**config.mk**
```make
export PLATFORM = sky130hd
export DESIGN_NAME = muldiv_sequencer_flat
export DESIGN_NICKNAME = d
export VERILOG_FILES = /design/src/rtl/muldiv_sequencer_if.sv /design/src/rtl/muldiv_sequencer.sv /design/src/flat_wrapper.sv
export SDC_FILE = /design/constraint.sdc
export NUM_CORES = 1
export LEC_CHECK = 0
export CAP_MARGIN = 20
export CORE_MARGIN = 2
export CORE_UTILIZATION = 65
export CTS_BUF_LIST = sky130_fd_sc_hd__clkbuf_8
export CTS_CLUSTER_DIAMETER = 120
export DETAILED_ROUTE_END_ITERATION = 12
export DONT_BUFFER_PORTS = 1
export PLACE_DENSITY = 0.81
export SYNTH_ARGS = -nofsm -noshare
export SYNTH_HDL_FRONTEND = slang
export SYNTH_SLANG_ARGS = --single-unit
```
**constraint.sdc**
```tcl
create_clock -name clk -period 7 [get_ports clk]
set_clock_uncertainty 0.15 [all_clocks]
set_input_delay 1.4 -clock clk [delete_from_list [all_inputs] [get_ports clk]]
set_output_delay 1.4 -clock clk [all_outputs]
set_load 0.05 [all_outputs]
```
**src/rtl/muldiv_sequencer_if.sv**
```systemverilog
// Handshake and HI/LO bus between the EX-stage pipeline and the multiply/divide sequencer.
interface muldiv_sequencer_if #(
  parameter int WIDTH = 32
);
  logic             start;
  logic [1:0]       op;
  logic [WIDTH-1:0] rs_val;
  logic [WIDTH-1:0] rt_val;
  logic             abort;
  logic             wr_hi;
  logic             wr_lo;
  logic [WIDTH-1:0] wr_data;
  logic             busy;
  logic             done;
  logic             div_by_zero;
  logic [WIDTH-1:0] hi;
  logic [WIDTH-1:0] lo;

  modport master (
    output start, op, rs_val, rt_val, abort, wr_hi, wr_lo, wr_data,
    input  busy, done, div_by_zero, hi, lo
  );

  modport slave (
    input  start, op, rs_val, rt_val, abort, wr_hi, wr_lo, wr_data,
    output busy, done, div_by_zero, hi, lo
  );
endinterface

```
**src/rtl/muldiv_sequencer.sv**
```systemverilog
// MULT/MULTU/DIV/DIVU sequencer with HI/LO; shift-add multiply and restoring divide
// over one shared carry-lookahead adder, fixed 36-cycle latency.
//
// state  | meaning
// IDLE   | waiting for start; MTHI/MTLO writes accepted; |rs| taken here
// PREP   | |rt| taken, result signs recorded
// RUN    | 32 add-shift (mul) or trial-subtract (div) iterations
// FIX_LO | conditional negate of lo half, carry saved
// FIX_HI | conditional negate of hi half, HI/LO loaded
// DONE   | done pulse, HI/LO hold the result

module carry_lookahead_adder_32bit #(
  parameter int WIDTH = 32
) (
  input  logic [WIDTH-1:0] a,
  input  logic [WIDTH-1:0] b,
  input  logic             cin,
  output logic [WIDTH-1:0] sum,
  output logic             cout
);
  localparam int NG = WIDTH / 4;

  logic [WIDTH-1:0] g, p, c;
  logic             carry;
  logic             gg, pg;

  assign g = a & b;
  assign p = a ^ b;

  // 4-bit lookahead groups chained by group generate/propagate
  always_comb begin
    c     = '0;
    carry = cin;
    gg    = 1'b0;
    pg    = 1'b0;
    for (int k = 0; k < NG; k++) begin
      c[4*k]   = carry;
      c[4*k+1] = g[4*k] | (p[4*k] & carry);
      c[4*k+2] = g[4*k+1] | (p[4*k+1] & g[4*k]) | (p[4*k+1] & p[4*k] & carry);
      c[4*k+3] = g[4*k+2] | (p[4*k+2] & g[4*k+1]) | (p[4*k+2] & p[4*k+1] & g[4*k])
               | (p[4*k+2] & p[4*k+1] & p[4*k] & carry);
      gg = g[4*k+3] | (p[4*k+3] & g[4*k+2]) | (p[4*k+3] & p[4*k+2] & g[4*k+1])
         | (p[4*k+3] & p[4*k+2] & p[4*k+1] & g[4*k]);
      pg = p[4*k+3] & p[4*k+2] & p[4*k+1] & p[4*k];
      carry = gg | (pg & carry);
    end
  end

  assign sum  = p ^ c;
  assign cout = carry;
endmodule

module muldiv_sequencer #(
  parameter int WIDTH = 32
) (
  input  logic                clk,
  input  logic                reset,
  muldiv_sequencer_if.slave   bus
);
  localparam int CW = $clog2(WIDTH);

  typedef enum logic [2:0] {
    S_IDLE, S_PREP, S_RUN, S_FIX_LO, S_FIX_HI, S_DONE
  } state_t;

  state_t           state_q, state_d;
  logic [CW-1:0]    cnt_q, cnt_d;
  logic [1:0]       op_q, op_d;
  logic [WIDTH-1:0] a_q, a_d, acc_q, acc_d, mq_q, mq_d, hi_q, hi_d, lo_q, lo_d;
  logic             rs_neg_q, rs_neg_d, neg_lo_q, neg_lo_d, neg_hi_q, neg_hi_d;
  logic             carry_q, carry_d, dz_q, dz_d;

  logic [WIDTH-1:0] add_a, add_b, add_sum;
  logic             add_cin, add_cout;
  logic [WIDTH-1:0] rs_abs, prep_src;
  logic             rs_neg, prep_neg, keep;

  carry_lookahead_adder_32bit #(.WIDTH(WIDTH)) u_add (
    .a(add_a), .b(add_b), .cin(add_cin), .sum(add_sum), .cout(add_cout)
  );

  always_comb begin
    state_d  = state_q;
    cnt_d    = cnt_q;
    op_d     = op_q;
    a_d      = a_q;
    acc_d    = acc_q;
    mq_d     = mq_q;
    hi_d     = hi_q;
    lo_d     = lo_q;
    rs_neg_d = rs_neg_q;
    neg_lo_d = neg_lo_q;
    neg_hi_d = neg_hi_q;
    carry_d  = carry_q;
    dz_d     = dz_q;
    add_a    = '0;
    add_b    = '0;
    add_cin  = 1'b0;
    rs_neg   = bus.op[0] & bus.rs_val[WIDTH-1];
    rs_abs   = bus.rs_val;
    prep_src = op_q[1] ? a_q : mq_q;
    prep_neg = op_q[0] & prep_src[WIDTH-1];
    keep     = 1'b0;

    case (state_q)
      S_IDLE: begin
        add_a   = ~bus.rs_val;
        add_cin = 1'b1;
        if (rs_neg) rs_abs = add_sum;
        if (bus.wr_hi) hi_d = bus.wr_data;
        if (bus.wr_lo) lo_d = bus.wr_data;
        if (bus.start) begin
          op_d     = bus.op;
          rs_neg_d = rs_neg;
          dz_d     = bus.op[1] & (bus.rt_val == '0);
          acc_d    = '0;
          cnt_d    = '0;
          carry_d  = 1'b0;
          // divide keeps the dividend in mq and the divisor in a
          if (bus.op[1]) begin
            mq_d = rs_abs;
            a_d  = bus.rt_val;
          end else begin
            a_d  = rs_abs;
            mq_d = bus.rt_val;
          end
          state_d = S_PREP;
        end
      end
      S_PREP: begin
        add_a   = ~prep_src;
        add_cin = 1'b1;
        if (prep_neg) begin
          if (op_q[1]) a_d = add_sum;
          else         mq_d = add_sum;
        end
        // divide-by-zero keeps the all-ones quotient; remainder returns to rs_val
        neg_lo_d = (rs_neg_q ^ prep_neg) & ~dz_q;
        neg_hi_d = op_q[1] ? rs_neg_q : (rs_neg_q ^ prep_neg);
        state_d  = S_RUN;
      end
      S_RUN: begin
        if (op_q[1]) begin
          add_a   = {acc_q[WIDTH-2:0], mq_q[WIDTH-1]};
          add_b   = ~a_q;
          add_cin = 1'b1;
          // bit shifted out of acc makes the trial value exceed any divisor
          keep    = acc_q[WIDTH-1] | add_cout;
          acc_d   = keep ? add_sum : add_a;
          mq_d    = {mq_q[WIDTH-2:0], keep};
        end else begin
          add_a = acc_q;
          add_b = mq_q[0] ? a_q : '0;
          acc_d = {add_cout, add_sum[WIDTH-1:1]};
          mq_d  = {add_sum[0], mq_q[WIDTH-1:1]};
        end
        cnt_d = cnt_q + CW'(1);
        if (cnt_q == CW'(WIDTH - 1)) state_d = S_FIX_LO;
      end
      S_FIX_LO: begin
        add_a   = ~mq_q;
        add_cin = 1'b1;
        if (neg_lo_q) mq_d = add_sum;
        carry_d = add_cout;
        state_d = S_FIX_HI;
      end
      S_FIX_HI: begin
        add_a   = ~acc_q;
        add_cin = op_q[1] ? 1'b1 : carry_q;
        if (!bus.abort) begin
          hi_d = neg_hi_q ? add_sum : acc_q;
          lo_d = mq_q;
        end
        state_d = S_DONE;
      end
      S_DONE:  state_d = S_IDLE;
      default: state_d = S_IDLE;
    endcase

    if (bus.abort) state_d = S_IDLE;
  end

  always_ff @(posedge clk) begin
    if (reset) begin
      state_q  <= S_IDLE;
      cnt_q    <= '0;
      op_q     <= '0;
      a_q      <= '0;
      acc_q    <= '0;
      mq_q     <= '0;
      hi_q     <= '0;
      lo_q     <= '0;
      rs_neg_q <= 1'b0;
      neg_lo_q <= 1'b0;
      neg_hi_q <= 1'b0;
      carry_q  <= 1'b0;
      dz_q     <= 1'b0;
    end else begin
      state_q  <= state_d;
      cnt_q    <= cnt_d;
      op_q     <= op_d;
      a_q      <= a_d;
      acc_q    <= acc_d;
      mq_q     <= mq_d;
      hi_q     <= hi_d;
      lo_q     <= lo_d;
      rs_neg_q <= rs_neg_d;
      neg_lo_q <= neg_lo_d;
      neg_hi_q <= neg_hi_d;
      carry_q  <= carry_d;
      dz_q     <= dz_d;
    end
  end

  assign bus.busy        = (state_q == S_PREP) || (state_q == S_RUN) ||
                           (state_q == S_FIX_LO) || (state_q == S_FIX_HI);
  assign bus.done        = (state_q == S_DONE);
  assign bus.div_by_zero = (state_q == S_DONE) & dz_q;
  assign bus.hi          = hi_q;
  assign bus.lo          = lo_q;
endmodule
```
**src/flat_wrapper.sv**
```systemverilog
// flat-port wrapper written by rule: the top's interface ports become plain ports
module muldiv_sequencer_flat 
#(
  parameter int WIDTH = 32
)
  (clk, reset, bus_start, bus_op, bus_rs_val, bus_rt_val, bus_abort, bus_wr_hi, bus_wr_lo, bus_wr_data, bus_busy, bus_done, bus_div_by_zero, bus_hi, bus_lo);
  muldiv_sequencer_if #(.WIDTH(WIDTH)) bus_i ();
  input  logic clk;
  input  logic reset;
  input wire logic [$bits(bus_i.start)-1:0] bus_start;
  input wire logic [$bits(bus_i.op)-1:0] bus_op;
  input wire logic [$bits(bus_i.rs_val)-1:0] bus_rs_val;
  input wire logic [$bits(bus_i.rt_val)-1:0] bus_rt_val;
  input wire logic [$bits(bus_i.abort)-1:0] bus_abort;
  input wire logic [$bits(bus_i.wr_hi)-1:0] bus_wr_hi;
  input wire logic [$bits(bus_i.wr_lo)-1:0] bus_wr_lo;
  input wire logic [$bits(bus_i.wr_data)-1:0] bus_wr_data;
  output wire logic [$bits(bus_i.busy)-1:0] bus_busy;
  output wire logic [$bits(bus_i.done)-1:0] bus_done;
  output wire logic [$bits(bus_i.div_by_zero)-1:0] bus_div_by_zero;
  output wire logic [$bits(bus_i.hi)-1:0] bus_hi;
  output wire logic [$bits(bus_i.lo)-1:0] bus_lo;
  assign bus_i.start = bus_start;
  assign bus_i.op = bus_op;
  assign bus_i.rs_val = bus_rs_val;
  assign bus_i.rt_val = bus_rt_val;
  assign bus_i.abort = bus_abort;
  assign bus_i.wr_hi = bus_wr_hi;
  assign bus_i.wr_lo = bus_wr_lo;
  assign bus_i.wr_data = bus_wr_data;
  assign bus_busy = bus_i.busy;
  assign bus_done = bus_i.done;
  assign bus_div_by_zero = bus_i.div_by_zero;
  assign bus_hi = bus_i.hi;
  assign bus_lo = bus_i.lo;
  muldiv_sequencer #(.WIDTH(WIDTH)) u_core (.clk(clk), .reset(reset), .bus(bus_i));
endmodule
```
==> flow_summary_export.csv <==
group,metric,value,unit
timing,relSlewSlack,0.2528,
power_and_ir_drop,share_comb_of_total_power,0.235,
power_and_ir_drop,power.share.sequential,0.485,
cts,clockBufferDepth,2,
die,top_level_ports,171,
yosys,synth.yosys.seq_area_share,0.2728,
yosys,count_of_mapped_cells_out_of_synthesis,1712,
finish,drive_above_1_share,0.06871,
timing,final_period_minus_worst_setup_slack,6.032,ns
power_and_ir_drop,internal_power,1.555,mW
status,outcome,"complete, no violations",
finish,antennaDiodeCount,0,
placed_design,hpwlAfterDp,34420,um
grt,grt_antenna_before_repair,0,
setup_path,setup.worst_path.start,"u_core.state_q[2]$_SDFFE_PP0P_",
timing,share_of_the_cycle_needed_by_the_critical_path_after_routing,0.8617,
setup_path,rrSetupSlack,0.97,ns
setup_path,setup.worst_path.class,"reg2reg",
power_and_ir_drop,leakage,4.735,nW
grt,residual_overflow_from_global_routing,0,
setup_path,worstRegToRegCells,19,
yosys,fraction_of_synthesized_cell_area_taken_by_the_top_area_cell_type,0.2728,
setup_path,cpMostUsedCell,"a21oi_1",
timing,setup_ws,0.9681,ns
setup_path,r2r_endpoint,"u_core.mq_q[29]$_SDFFE_PP0P_",
setup_path,timing.critical_path.fanout_max,35,
setup_path,r2r_start,"u_core.state_q[2]$_SDFFE_PP0P_",
job,max_cap_viol_count,0,
die,core-area,19400,um2
route,drc,0,
yosys,syn-num-nets,1858,
route,dr.first_iter.drc_count,2539,
cts,cts-htree-levels,4,
power_and_ir_drop,switching_share,0.4042,
power_and_ir_drop,switchingPower,1.055,mW
yosys,postSynthAreaPerCell,7.502,um2
placed_design,dp.cells,1862,
die,fp.dieH,144.6,um
die,floorplan.die_area,20900,um2
route,vias,14095,
cts,clk_transition_reported_paths,0.12,ns
yosys,top_flip_flop_cell_by_instance_count_after_synthesis,"dfxtp_1",
cts,cts_resized,0,
placed_design,gpl.final_weighted_congestion,1.057,
timing,rsz_0062_raised_after_global_routing,"false",
setup_path,crit_path_top_delay_cell,"dfxtp_1",
yosys,total_standard_cell_area_after_synthesis,12840,um2
cts,cts-root-buf,"clkbuf_8",
placed_design,detailedPlace.worstSlack,1.240,ns
power_and_ir_drop,vdd.ir_drop.worst,129.0,uV
power_and_ir_drop,power.total,2.611,mW
setup_path,arrival,6.29,ns
cts,cts-hold-fix-buffers,0,
route,drtAntennaViolNets,0,
yosys,synth-seq-cells,175,
setup_path,critical_path_capture_point,"u_core.mq_q[29]$_SDFFE_PP0P_",
timing,timing.final.max_slew_violations,0,
setup_path,cpPeakStageDelay,0.82,ns
route,detail_route.first_pass.iterations,7,
route,detail_route.wl_per_cell,26.42,um
route,routed_wl,50080,um
die,initial_core_util,0.6621,
die,placementRows,51,
setup_path,cp-start-kind,"flip-flop",
finish,instances_no_fill,1895,
finish,layout.nets,1764,
setup_path,critical_path_required,7.26,ns
grt,grt_first_pass_wirelength,73710,um
timing,fin_setup_tns,0,ns
yosys,number_of_enable_flip_flop_cells_after_synthesis,0,
timing,fmax,165.8,MHz
cts,cts_tree,"yes",
power_and_ir_drop,power_density,195.1,nW/um2
route,viasPerCell,7.438,
yosys,ys_warns,0,
cts,clock_sinks,175,
timing,timing_worst_slew_pin_value,1.117,ns
cts,postCtsSetupBuffers,0,
timing,hold_viol_final,0,
yosys,synth.area.top_cells,"dfxtp_1, mux2i_1, nor2_1",
power_and_ir_drop,pwr-share-clk,0.279,
timing,timing.final.setup_violations,0,
finish,area_delta_synth_final,4.189,%
setup_path,timing.critical_path.cells,"nor2b_1, nand2b_2, o22ai_1, a21oi_1, o221ai_1, ha_1, a21oi_1, o21ai_0, a22oi_1, o21ai_2, a31o_4, a41o_1, a21oi_1, fa_1, xnor2_1, nand2_1, a31oi_1, a222oi_1, a211oi_1",
cts,clkLatencyLatePin,0.50,ns
worst_hold_path,worst_hold_path_type,"reg2reg",
grt,first_global_vias,12326,
grt,largest_net_degree_at_the_start_of_global_routing,138,
yosys,synthDistinctLibCells,80,
die,die_width,144.6,um
grt,grtUsageTotal,0.4654,
setup_path,endpoint_kind,"flip-flop",
yosys,netlist.top_cell.by_area,"dfxtp_1",
yosys,asyncSetResetFlopFracSynth,0,
cts,number_of_buffers_created_by_cts,17,
placed_design,port-buffer-count,0,
[final cells by class]
cell class | count | area, um2
sequential | 175 | 3508
tap | 265 | 331.6
fill | 1674 | 6017
timing repair buffer | 36 | 332.8
multi-input combinational | 1358 | 8717
clock buffer | 17 | 234.0
clock inverter | 14 | 145.1
inverter | 30 | 112.6
[flip-flops by register name, indices dropped and copies added (netlist names)]
name	cells
u_core.a_q	32
u_core.acc_q	32
u_core.bus.hi	32
u_core.bus.lo	32
u_core.mq_q	32
u_core.cnt_q	5
u_core.state_q	3
u_core.op_q	2
u_core.carry_q	1
u_core.dz_q	1
u_core.neg_hi_q	1
u_core.neg_lo_q	1
u_core.rs_neg_q	1
[per-layer routing]
metal	vias to the layer above	wire, um	share of wire	global-route usage
li1	6190	-	-	-
met1	6439	19270	0.38	0.6534
met2	1270	18880	0.38	0.6169
met3	194	9837	0.20	0.2123
met4	2	2021	0.040	0.1671
met5	-	62	0.0012	0.02506
[kinds of logic (layout without fill, tap and decap cells)]
group	Yosys count	in the layout	synth area share
AO/OA/AOI/OAI	609	609	0.3197
AND/OR/NAND/NOR	544	544	0.1818
buffers and inverters	179	97	0.05387
flip-flops	175	175	0.2728
multiplexers	140	140	0.1106
adder cells (fa/ha/maj)	42	42	0.04559
XOR/XNOR	23	23	0.01568
[power groups by stage]
stage | registers (mW) | clock network, mW | logic (mW)
after detailed placement | 1.28 | 0 | 0.580
after CTS | 1.26 | 0.714 | 0.582
after floorplan | 1.24 | 0 | 0.451
final | 1.27 | 0.730 | 0.614
after global routing | 1.27 | 0.749 | 0.653
after global placement | 1.28 | 0 | 0.570
[through the flow]
stage,area (um2),hold WS (ns),util
3_5_place_dp,12970,0.3024,0.6686
3_3_place_gp,12940,0.2946,0.6672
6_report,13380,0.3331,0.6898
5_1_grt,13380,0.3503,0.6898
2_1_floorplan,12840,0.2866,-
4_1_cts,13350,0.3196,0.6881
[worst max-delay path, delay by kind of cell (launching register included)]
kind	cells	cell delay (ns)
AOI/OAI and AO/OA	13	2.77
and+or+nand+nor	3	0.96
DFF	1	0.82
adders and majority gates	2	0.67
xor gates and xnor gates	1	0.55
[synth_stat cells, drive strengths merged, types with 7 or more instances]
| cell type | number |
|---|---|
| nor2 | 214 |
| nand2 | 199 |
| dfxtp | 175 |
| a21oi | 160 |
| clkbuf | 127 |
| mux2i | 125 |
| o21ai | 98 |
| o22ai | 74 |
| a311oi | 48 |
| o221ai | 40 |
| o211ai | 38 |
| ha | 34 |
| a211oi | 32 |
| inv | 29 |
| a22oi | 23 |
| buf | 22 |
| nand3 | 22 |
| nor3 | 22 |
| nor2b | 20 |
| mux2 | 15 |
| and2 | 14 |
| xnor2 | 14 |
| a21o | 13 |
| a31oi | 13 |
| nand2b | 12 |
| nor4 | 12 |
| o31ai | 12 |
| and3 | 11 |
| xor2 | 9 |
| fa | 8 |
| a222oi | 7 |
[layout by cell type (no fill, tap or decap), types with 21 or more instances in the layout]
| cell | count |
|---|---|
| a22oi_1 | 23 |
| nor2_1 | 210 |
| a21oi_1 | 157 |
| nor3_1 | 21 |
| o221ai_1 | 40 |
| buf_4 | 31 |
| nand2_1 | 197 |
| inv_1 | 28 |
| a211oi_1 | 32 |
| nand3_1 | 22 |
| dfxtp_1 | 173 |
| a311oi_1 | 47 |
| ha_1 | 34 |
| mux2i_1 | 125 |
| o211ai_1 | 37 |
| o21ai_0 | 76 |
| o22ai_1 | 74 |
[worst min-delay path by stage]
stage                                             from                           end  slack (ns)  cells past startpoint
after detailed placement   u_core.op_q[0]$_SDFFE_PP0P_   u_core.op_q[0]$_SDFFE_PP0P_        0.30                      2
after floorplan            u_core.op_q[0]$_SDFFE_PP0P_   u_core.op_q[0]$_SDFFE_PP0P_        0.29                      2
after CTS                  u_core.op_q[0]$_SDFFE_PP0P_   u_core.op_q[0]$_SDFFE_PP0P_        0.32                      2
after global placement     u_core.op_q[0]$_SDFFE_PP0P_   u_core.op_q[0]$_SDFFE_PP0P_        0.29                      2
final                     u_core.cnt_q[4]$_SDFFE_PP0P_  u_core.cnt_q[4]$_SDFFE_PP0P_        0.33                      2
after global routing       u_core.op_q[0]$_SDFFE_PP0P_   u_core.op_q[0]$_SDFFE_PP0P_        0.35                      2
(Power assumes the default switching activity.)
